File: src/rtl/wb_multiport_master_bridge.sv
// Round-robin N-port to single Wishbone B4 classic master bridge.
// Registered bus outputs, slave-error pass-through and a bus watchdog.
module wb_multiport_master_bridge #(
  parameter int N_PORTS = 2,
  parameter int ADDR_W  = 32,
  parameter int DATA_W  = 32,
  parameter int SEL_W   = DATA_W / 8,
  parameter int TIMEOUT = 255
) (
  input  logic                        clk,
  input  logic                        rst,
  input  logic [N_PORTS-1:0]          req_i,
  input  logic [N_PORTS-1:0]          we_i,
  input  logic [N_PORTS*ADDR_W-1:0]   addr_i,
  input  logic [N_PORTS*DATA_W-1:0]   wdata_i,
  input  logic [N_PORTS*SEL_W-1:0]    be_i,
  output logic [N_PORTS-1:0]          ready_o,
  output logic [N_PORTS-1:0]          err_o,
  output logic [DATA_W-1:0]           rdata_o,
  output logic                        wb_cyc_o,
  output logic                        wb_stb_o,
  output logic                        wb_we_o,
  output logic [ADDR_W-1:0]           wb_adr_o,
  output logic [DATA_W-1:0]           wb_dat_o,
  output logic [SEL_W-1:0]            wb_sel_o,
  input  logic                        wb_ack_i,
  input  logic                        wb_err_i,
  input  logic [DATA_W-1:0]           wb_dat_i
);

  localparam int PW = (N_PORTS > 1) ? $clog2(N_PORTS) : 1;
  localparam int CW = (TIMEOUT > 0) ? $clog2(TIMEOUT + 1) : 1;
  localparam logic [CW-1:0] TO_LAST = CW'((TIMEOUT > 0) ? TIMEOUT - 1 : 0);

  typedef enum logic [1:0] {IDLE, BUS, DONE} state_t;

  state_t state, state_nx;

  // Flat port buses viewed as packed per-port arrays (same bit layout).
  logic [N_PORTS-1:0][ADDR_W-1:0] addr_a;
  logic [N_PORTS-1:0][DATA_W-1:0] wdata_a;
  logic [N_PORTS-1:0][SEL_W-1:0]  be_a;

  assign addr_a  = addr_i;
  assign wdata_a = wdata_i;
  assign be_a    = be_i;

  logic [PW-1:0]      rr_ptr, grant, pick, rr_nx;
  logic               pick_vld;
  logic [CW-1:0]      cnt;
  logic               timeout_hit;
  logic [N_PORTS-1:0] grant_oh;

  // Walk from the farthest offset down so the port closest to rr_ptr wins.
  always_comb begin
    int idx;
    pick     = '0;
    pick_vld = 1'b0;
    idx      = 0;
    for (int i = N_PORTS - 1; i >= 0; i--) begin
      idx = int'(rr_ptr) + i;
      if (idx >= N_PORTS) idx = idx - N_PORTS;
      if (req_i[idx]) begin
        pick     = PW'(idx);
        pick_vld = 1'b1;
      end
    end
  end

  assign rr_nx       = (pick == PW'(N_PORTS - 1)) ? '0 : pick + 1'b1;
  assign timeout_hit = (TIMEOUT != 0) && (cnt == TO_LAST);
  assign grant_oh    = N_PORTS'(1) << grant;
  assign wb_stb_o    = wb_cyc_o;

  always_ff @(posedge clk or posedge rst) begin
    if (rst) state <= IDLE;
    else     state <= state_nx;
  end

  always_comb begin
    state_nx = state;
    case (state)
      IDLE:    if (pick_vld) state_nx = BUS;
      BUS:     if (wb_err_i || wb_ack_i || timeout_hit) state_nx = DONE;
      DONE:    state_nx = IDLE;
      default: state_nx = IDLE;
    endcase
  end

  always_ff @(posedge clk or posedge rst) begin
    if (rst) begin
      rr_ptr   <= '0;
      grant    <= '0;
      cnt      <= '0;
      ready_o  <= '0;
      err_o    <= '0;
      rdata_o  <= '0;
      wb_cyc_o <= 1'b0;
      wb_we_o  <= 1'b0;
      wb_adr_o <= '0;
      wb_dat_o <= '0;
      wb_sel_o <= '0;
    end else begin
      case (state)
        IDLE: begin
          ready_o <= '0;
          err_o   <= '0;
          cnt     <= '0;
          if (pick_vld) begin
            grant    <= pick;
            rr_ptr   <= rr_nx;
            wb_cyc_o <= 1'b1;
            wb_we_o  <= we_i[pick];
            wb_adr_o <= addr_a[pick];
            wb_dat_o <= wdata_a[pick];
            wb_sel_o <= be_a[pick];
          end
        end
        BUS: begin
          cnt <= cnt + 1'b1;
          // Slave error beats ack; a real ack beats the watchdog.
          if (wb_err_i) begin
            wb_cyc_o <= 1'b0;
            err_o    <= grant_oh;
          end else if (wb_ack_i) begin
            wb_cyc_o <= 1'b0;
            ready_o  <= grant_oh;
            if (!wb_we_o) rdata_o <= wb_dat_i;
          end else if (timeout_hit) begin
            wb_cyc_o <= 1'b0;
            err_o    <= grant_oh;
          end
        end
        default: begin
          ready_o <= '0;
          err_o   <= '0;
        end
      endcase
    end
  end

endmodule

File: config.mk
export PLATFORM = sky130hd
export DESIGN_NAME = wb_multiport_master_bridge
export DESIGN_NICKNAME = d
export VERILOG_FILES = /design/src/rtl/wb_multiport_master_bridge.sv
export SDC_FILE = /design/constraint.sdc
export NUM_CORES = 1
export LEC_CHECK = 0
export CAP_MARGIN = 25
export CORE_MARGIN = 2
export CORE_UTILIZATION = 35
export DETAILED_ROUTE_END_ITERATION = 6
export MAX_ROUTING_LAYER = met4
export PLACE_DENSITY = 0.77
export REMOVE_ABC_BUFFERS = 1
export SLEW_MARGIN = 30
export SYNTH_ARGS = -nofsm -noshare
export SYNTH_HDL_FRONTEND = slang
export SYNTH_SLANG_ARGS = --single-unit
File: constraint.sdc
create_clock -name clk -period 4.62 [get_ports clk]
set_input_delay 1.386 -clock clk [delete_from_list [all_inputs] [get_ports clk]]
set_output_delay 1.386 -clock clk [all_outputs]
set_load 0.01 [all_outputs]
======== After elaboration in Yosys (flattened, before gate mapping) ========
Cells that the tools add are included.
cells by class
  $add $sub $neg .......................... 5
  order comparisons ....................... 5
  equality and inequality tests ........... 9
  shift-type cells ........................ 1
  multiplexer cells ....................... 37
  bitwise gates (word level) .............. 2
  reduce and logical (&&, ||, !) cells .... 10
operator list
  kind                   number
  $mux W32               6
  $lt A32 B3 Y1 const B  2
  $mux W2                9
  $mux W1                17
  $pmux W8 S2            1
  $add A8 B1 Y8 const B  1
  $eq A8 B8 Y1 const B   1
  $mux W4                2
  $ne A2 B2 Y1 const B   4
  $reduce_and A2 Y1      4
  $ne A3 B3 Y1 const B   2
  $ne A4 B4 Y1 const B   1
  $pmux W2 S2            1
  $reduce_and A4 Y1      1
  $reduce_and A3 Y1      1
  $sub A1 B2 Y3 const B  1
  $sub A2 B2 Y3 const B  1
  $add A1 B1 Y2 const B  1
  $eq A2 B1 Y1 const B   1
  $ge A1 B2 Y1 const B   1
  $ge A2 B2 Y1 const B   1
  $logic_not A2 Y1       1
  $logic_or A1 B1 Y1     2
  $lt A1 B2 Y1 const B   1
  other kinds (5)        6
word-level totals
  bits in registers ....................... 118
  bits of input ports ..................... 176
  word-level logic and storage cells ...... 81

======== Logic depth before layout (Yosys ltp) ========
Gate-level depths: netlist of run 1.
  depth after elaboration ................. 10
  mapped depth ............................ 6
  gate-level depth less buffers ........... 5

======== Least setup slack after synthesis of run 1 ========
Ideal clock, no wire load.
  path type ............................... input -> register
  start point ............................. in wb_err_i
  end point ............................... reg rdata_o[0]
  setup time .............................. 0.128 ns
  arrival time ............................ 2.296 ns
  data required time ...................... 4.492 ns
  path slack .............................. 2.196 ns
  cell stages on the path ................. 4
  buffers on the path ..................... 1
  cell sequence ........................... nand2b_1 nor3_4 buf_4 mux2_1
on the way
  longest elaborated chain between the ends .. 2
ends and longest elaborated chain
  what                                RTL line  source
  start: declaration                  27        input logic wb_err_i,
  $not A1 Y1 (no source line)         n/a
  $reduce_and A4 Y1 (no source line)  n/a
  end signal: assignment              128       if (!wb_we_o) rdata_o <= wb_dat_i;
  end: declaration                    19        output logic [DATA_W-1:0] rdata_o,
Every way passes these cells.
A chain may end at the register's enable or synchronous reset.

======== Final worst setup path of run 1 ========
  start point ............................. in req_i[1]
  end point ............................... reg wb_adr_o[28]
on the way
  longest elaborated chain between the ends .. 7
  elaborated cells between the ends (all ways) .. 13
  those cells by class .................... mux (12); reduce/logical (1)
ends and longest elaborated chain
  what                                         RTL line  source
  start: declaration                           12        input logic [N_PORTS-1:0] req_i,
  $mux W1 (not written as such) (3 in a row)   63        if (req_i[idx]) begin
  $mux W1 (2 in a row)                         63
  $mux W32 (not written as such) (2 in a row)  114       wb_adr_o <= addr_a[pick];
  end signal: assignment                       114
  end: declaration                             23        output logic [ADDR_W-1:0] wb_adr_o,
Parallel ways exist; a longest one is shown, timed or not. The select of a mux whose other input is x is not followed.

==> results of run 1 <==
cell usage after synthesis, types with 4 or more instances:
library cell  number  area share, %
a21boi_0          62            9.1
inv_1              6           0.44
buf_2             15            1.5
buf_4              5           0.73
dfrtp_1          118             58
clkbuf_1          17            1.2
a221o_1           69             14
nand3_1            4           0.39
a21boi_1           7            1.0
mux2_1            31            6.8
nand2_1            9           0.66
a21oi_1            7           0.68
mux2i_1            4           0.78
nor2_1             4           0.29
power groups by stage:
| stage | Combinational [W] | Clock (W) | Sequential, W |
|---|---|---|---|
| 3_5_place_dp | 0.00243 | 0 | 0.00179 |
| 6_report | 0.00240 | 0.00140 | 0.00180 |
| 2_1_floorplan | 0.000866 | 0 | 0.00197 |
| 3_3_place_gp | 0.00237 | 0 | 0.00178 |
| 5_1_grt | 0.00258 | 0.00147 | 0.00186 |
| 4_1_cts | 0.00243 | 0.00142 | 0.00180 |
metal layers:
layer  track usage (%)  vias to the layer above  routed length [µm]
li1                  -                     2058                   -
met1              25.4                     2246                6620
met2              35.4                      229                8130
met3              6.14                       17                1230
met4              7.45                        0                 209
met5                 -                        -                   0
final cells by class:
cell class / instances / share of cell area (%)
Clock buffer: 22 / 5.46
Clock inverter: 9 / 1.71
Inverter: 6 / 0.288
Multi-Input combinational cell: 229 / 22.7
Sequential cell: 118 / 34.0
Tap cell: 184 / 2.65
Timing Repair Buffer: 288 / 33.2
worst max path at each step:
stage,start,to,depth (start not counted)
CTS,req_i[1],wb_adr_o[28]$_DFFE_PP0P_,5
detailed placement,req_i[1],wb_adr_o[28]$_DFFE_PP0P_,5
global placement,req_i[1],wb_dat_o[12]$_DFFE_PP0P_,5
finish,req_i[1],wb_adr_o[28]$_DFFE_PP0P_,5
global route,req_i[1],wb_dat_o[6]$_DFFE_PP0P_,5
floorplan,rst,cnt[0]$_DFFE_PP0N_,1
state kept, by name (all words and copies together), names as in the netlist:
name      cells
rdata_o      32
wb_adr_o     32
wb_dat_o     32
cnt           8
wb_sel_o      4
err_o         2
ready_o       2
state         2
grant         1
rr_ptr        1
wb_cyc_o      1
wb_we_o       1
per-stage QoR:
step                setup slack, ns  util (%)  hold WS, ns
detailed placement             1.20      55.9        0.478
CTS                            1.62      60.2        0.490
global placement               1.26      55.9        0.467
global route                   1.48      60.2        0.504
finish                         1.58      60.2        0.487
floorplan                     0.105         -        0.464
cell families (layout without fill, tap and decap cells):
logic type      Yosys count  in the layout  share of synthesized area (%)
compound gates          156            156                           26.0
fa+ha+maj                 2              2                          0.489
buf+inv                  43            325                           3.89
flops                   118            118                           57.7
mux                      38             38                           8.27
simple gates             33             33                           3.60
==> summary.md, run 1 <==
| Metric | Value |
|---|---|
| Total CTS buffers | `17` |
| Worst clock skew | `0.00567 ns` |
| Buf+Inv Stages, Crit Path | `2` |
| Tcrit/Tclk final | `65.8%` |
| Sum Neg Setup Slack | `0 ns` |
| Delay-heaviest family, CP | `buffers and inverters` |
| Commonest non-fill, non-tap cells in the layout | `282 x clkdlybuf4s50_1, 118 x dfrtp_1, 69 x a221o_1` |
| Hold Path Depth | `1` |
| Hold Crit Endpoint | `rdata_o[29]$_DFFE_PP0P_` |
| DR iter-0 viols | `221` |
| Final WL | `16200 µm` |
| Mapped Cells | `390` |
| Max stage delay on crit path | `0.49 ns` |
| Internal Power | `0.00386 W` |
| Final GP Congestion | `0.791` |
| Core area | `0.0144 mm²` |
| Worst min-delay path class | `reg -> reg` |
| Critical-path top delay cell | `clkdlybuf4s50_1` |
| Wirelength per Cell | `18.9 µm` |
| Async S/R FF share, synth | `100%` |
| Clock transition at path regs | `0.05 ns` |
| Starting density of the core | `35.5%` |
| Mapped Area | `0.00511 mm²` |
| Hpwl dp | `11700 µm` |
| H-Tree Depth | `4` |
| RSZ-0062 raised after global routing | `false` |
| PD cells | `645 mW/mm²` |
| Seq cells post-synth | `118` |
| Status | `completed` |
| Fin cells | `856` |
| Final setup violation count | `0` |
| Max-Cap Viols | `0` |
| Avg Cell Area, Syn | `13.1 µm²` |
| Multi-input logic area | `0.00197 mm²` |
| P_leak | `3.59 nW` |
| Max clock buf depth | `2` |
| Placed cell count | `825` |
| Critical Path RT | `4.91 ns` |
| TritonCTS clock tree | `built` |
| CP Cell Sequence | `clkdlybuf4s50_1 > or2_2 > buf_4 > a21boi_0 > a221o_1` |
| Design Area, Final | `0.00868 mm²` |
| Max Clk Rate | `0.329 GHz` |
| DRC errors left | `0` |
| Worst slew pin tran | `0.842 ns` |
| YS warnings | `0` |
| Area after DPL | `0.00806 mm²` |
| Prevailing post-synth register cell | `dfrtp_1` |
| Initial antenna violation count | `0` |
| Reg2reg start | `state[1]$_DFFE_PP0P_` |
| CTS Hold Bufs | `0` |
| Seq pwr share | `32.1%` |
| Pin count of the biggest net entering global routing | `64` |
| GR Overflow Total | `0` |
| Hold path start | `rdata_o[29]$_DFFE_PP0P_` |
| FILL cells | `1156` |
| Post-CTS Setup Inserts | `0` |
| All-Layer GR Usage | `21.5%` |
| Total power draw | `0.00560 W` |
| Clock group share of total power | `25.0%` |
| Max-slew violation count | `0` |
| Peak fanout along the critical path | `46` |
| First-pass GRT wire length | `25700 µm` |
| DRT Pass-1 Iters | `5` |
| Sequential cell area | `0.00295 mm²` |
| Combinational share of power | `42.9%` |
| Sequential fraction of the synthesis area | `57.7%` |
| Vias | `4550` |
| CP endpoint kind | `register` |
| Post-CTS Resized | `0` |
| Synth cell types | `36` |
| Crit path kind | `in -> reg` |
| Clk root buf | `clkbuf_16` |
| Critical path arrival | `3.33 ns` |
| Clock Latency Late Sink | `0.41 ns` |
| Final Hold Fails | `0` |
| Die W | `125 µm` |
| CP startpoint kind | `primary input` |
| Commonest non-fill, non-tap cell in the layout | `clkdlybuf4s50_1` |
| Worst reg2reg path depth | `4` |
| Max_slew headroom | `43.7%` |
| Area grow syn2layout | `69.7%` |
| Ant diodes | `0` |
| Row cnt | `44` |
| Die height | `125 µm` |
| Worst R2R End | `wb_dat_o[6]$_DFFE_PP0P_` |
| Vias in the first global route | `4821` |
| Clock sinks | `118` |
| Layout cells sized above 1 | `6.70%` |
| Maximum vdd ir drop | `0.301 mV` |
| Sw Ratio | `31.2%` |
| PortBufs | `282` |
| EDFF count, synth | `0` |
| Total Nets Final | `838` |
| Via-per-instance ratio | `5.32` |
| Die area | `0.0156 mm²` |
| Crit path time final | `3.04 ns` |
| R2r setup slk | `1.86 ns` |
| Antenna Nets Post-Route | `0` |
| I/O pin total | `283` |
| Sw power | `0.00175 W` |
Power figures use the tool's default switching activity.
==> run 2, diff against run 1 <==
Clock period 4.62 ns to 2.7 ns, I/O delays scaled along.
==> run 2 against run 1 <==
Hold slack worse by 0.0011 ns. Largest cell class is now non-clock buffers. Cell count is 0.35% higher. Final area is 0.19% lower. Non-clock buffer count is 5 higher. Sequential cell count stayed put. Combinational power is 74% higher. Largest power group unchanged.
==> summary.md, run 2 (synthesized netlist as in run 1, its figures left out) <==
| Metric | Value |
|---|---|
| Max_slew headroom | `67.9% (was 43.7%)` |
| DR iter-0 viols | `217 (was 221)` |
| Max-slew violation count | `0 (unchanged)` |
| Area grow syn2layout | `69.4% (was 69.7%)` |
| Hold Path Depth | `1 (unchanged)` |
| Placed cell count | `830 (was 825)` |
| Max stage delay on crit path | `0.58 ns (was 0.49 ns)` |
| First-pass GRT wire length | `25800 µm (was 25700 µm)` |
| Critical Path RT | `1.89 ns (was 4.91 ns)` |
| Commonest non-fill, non-tap cell in the layout | `clkdlybuf4s50_1 (unchanged)` |
| Starting density of the core | `35.5% (unchanged)` |
| Critical-path top delay cell | `clkdlybuf4s50_1 (unchanged)` |
| Clock transition at path regs | `0.05 ns (about the same)` |
| Maximum vdd ir drop | `0.488 mV (was 0.301 mV)` |
| Post-CTS Resized | `0 (unchanged)` |
| Worst min-delay path class | `reg -> reg (unchanged)` |
| Sequential cell area | `0.00295 mm² (unchanged)` |
| Peak fanout along the critical path | `3 (was 46)` |
| PD cells | `1070 mW/mm² (was 645 mW/mm²)` |
| Final WL | `16300 µm (was 16200 µm)` |
| Vias | `4543 (was 4550)` |
| Multi-input logic area | `0.00197 mm² (unchanged)` |
| Post-CTS Setup Inserts | `0 (unchanged)` |
| Final setup violation count | `0 (unchanged)` |
| Fin cells | `859 (was 856)` |
| CTS Hold Bufs | `0 (unchanged)` |
| Total Nets Final | `843 (was 838)` |
| Max Clk Rate | `0.454 GHz` |
| GR Overflow Total | `0 (unchanged)` |
| CP startpoint kind | `register (was primary input)` |
| All-Layer GR Usage | `21.6% (was 21.5%)` |
| Clock Latency Late Sink | `0.41 ns (about the same)` |
| I/O pin total | `283 (unchanged)` |
| Crit path time final | `2.20 ns` |
| Die W | `125 µm (unchanged)` |
| Tcrit/Tclk final | `81.6%` |
| CP Cell Sequence | `clkdlybuf4s50_1 (was clkdlybuf4s50_1 > or2_2 > buf_4 > a21boi_0 > a221o_1)` |
| Hold Crit Endpoint | `rdata_o[19]$_DFFE_PP0P_ (was rdata_o[29]$_DFFE_PP0P_)` |
| Total power draw | `0.00928 W (was 0.00560 W)` |
| Via-per-instance ratio | `5.29 (was 5.32)` |
| Antenna Nets Post-Route | `0 (unchanged)` |
| Max-Cap Viols | `0 (unchanged)` |
| PortBufs | `282 (unchanged)` |
| Final Hold Fails | `0 (unchanged)` |
| DRT Pass-1 Iters | `4 (was 5)` |
| Crit path kind | `reg -> out (was in -> reg)` |
| DP Worst Slack | `0.290 ns (was 1.20 ns)` |
| Final GP Congestion | `0.861 (was 0.791)` |
| Row cnt | `44 (unchanged)` |
| Area after DPL | `0.00813 mm² (was 0.00806 mm²)` |
| Die height | `125 µm (unchanged)` |
| Clock sinks | `118 (unchanged)` |
| Worst R2R End | `rdata_o[23]$_DFFE_PP0P_ (was wb_dat_o[6]$_DFFE_PP0P_)` |
| Die area | `0.0156 mm² (unchanged)` |
| Design Area, Final | `0.00867 mm² (was 0.00868 mm²)` |
| R2r setup slk | `0.92 ns (was 1.86 ns)` |
| Regs by FF count | `rdata_o: 32 flops, wb_adr_o: 32 flops, wb_dat_o: 32 flops (unchanged)` |
| Buf+Inv Stages, Crit Path | `1 (was 2)` |
| Worst Hold Slack | `0.485 ns (was 0.487 ns)` |
| Status | `completed (unchanged)` |
| Total CTS buffers | `17 (unchanged)` |
| Hold path start | `rdata_o[19]$_DFFE_PP0P_ (was rdata_o[29]$_DFFE_PP0P_)` |
| FILL cells | `1136 (was 1156)` |
| Core area | `0.0144 mm² (unchanged)` |
| Crit path from | `wb_we_o$_DFFE_PP0P_ (was req_i[1])` |
| Pin count of the biggest net entering global routing | `59 (was 64)` |
| Initial antenna violation count | `0 (unchanged)` |
| DRC errors left | `0 (unchanged)` |
| Worst clock skew | `0.00877 ns (was 0.00567 ns)` |
| H-Tree Depth | `4 (unchanged)` |
| Vias in the first global route | `4846 (was 4821)` |
| Worst slew pin tran | `0.482 ns (was 0.842 ns)` |
| P_leak | `3.58 nW (was 3.59 nW)` |
| Delay-heaviest family, CP | `buffers and inverters (unchanged)` |
| Critical path arrival | `1.39 ns (was 3.33 ns)` |
| TritonCTS clock tree | `built (unchanged)` |
| Clk root buf | `clkbuf_16 (unchanged)` |
| Wirelength per Cell | `19.0 µm (was 18.9 µm)` |
| CP endpoint kind | `primary output (was register)` |
| Layout cells sized above 1 | `6.81% (was 6.70%)` |
| Final worst slack | `0.496 ns (was 1.58 ns)` |
| Worst reg2reg path depth | `4 (unchanged)` |
| Ant diodes | `0 (unchanged)` |
| RSZ-0062 raised after global routing | `false (unchanged)` |
| Reg2reg start | `state[1]$_DFFE_PP0P_ (unchanged)` |
| Commonest non-fill, non-tap cells in the layout | `282 x clkdlybuf4s50_1, 118 x dfrtp_1, 69 x a221o_1 (unchanged)` |
| Max clock buf depth | `2 (unchanged)` |
| Hpwl dp | `11600 µm (was 11700 µm)` |
## run 2: metrics by stage
step / TNS [ns] / util [%]
after CTS: 0 / 60.1
final: 0 / 60.1
after floorplan: -197.65 / -
after global placement: 0 / 56.4
after global routing: 0 / 60.1
after detailed placement: 0 / 56.4
## run 2: how the worst max path moves through the flow
stage                                          to  slack [ns]  depth (start not counted)
after CTS                                 wb_we_o        0.47                          1
final                                     wb_we_o        0.50                          1
after detailed placement  rdata_o[29]$_DFFE_PP0P_        0.29                          5
after global placement    rdata_o[12]$_DFFE_PP0P_        0.32                          5
after global routing                      wb_we_o        0.45                          1
after floorplan                cnt[0]$_DFFE_PP0N_       -1.24                          1
## run 2: layer usage
layer	global-route usage, %	part of all wire, %
met1	25.7	41
met2	34.9	48
met3	6.57	8.5
met4	7.78	2.0
met5	-	0
## run 2: power breakdown
group	switching, W	total [W]	internal, W
Sequential	0.000481	0.00307	0.00258
Clock	0.000735	0.00205	0.00131
Combinational	0.00173	0.00417	0.00244
## run 2: area by class of cell
class                      instances  area share [%]
inverter                           6           0.289
sequential                       118            34.1
tap                              184            2.66
clock buffer                      24            5.56
multi-input combinational        229            22.7
timing repair buffer             293            34.1
clock inverter                     5           0.578
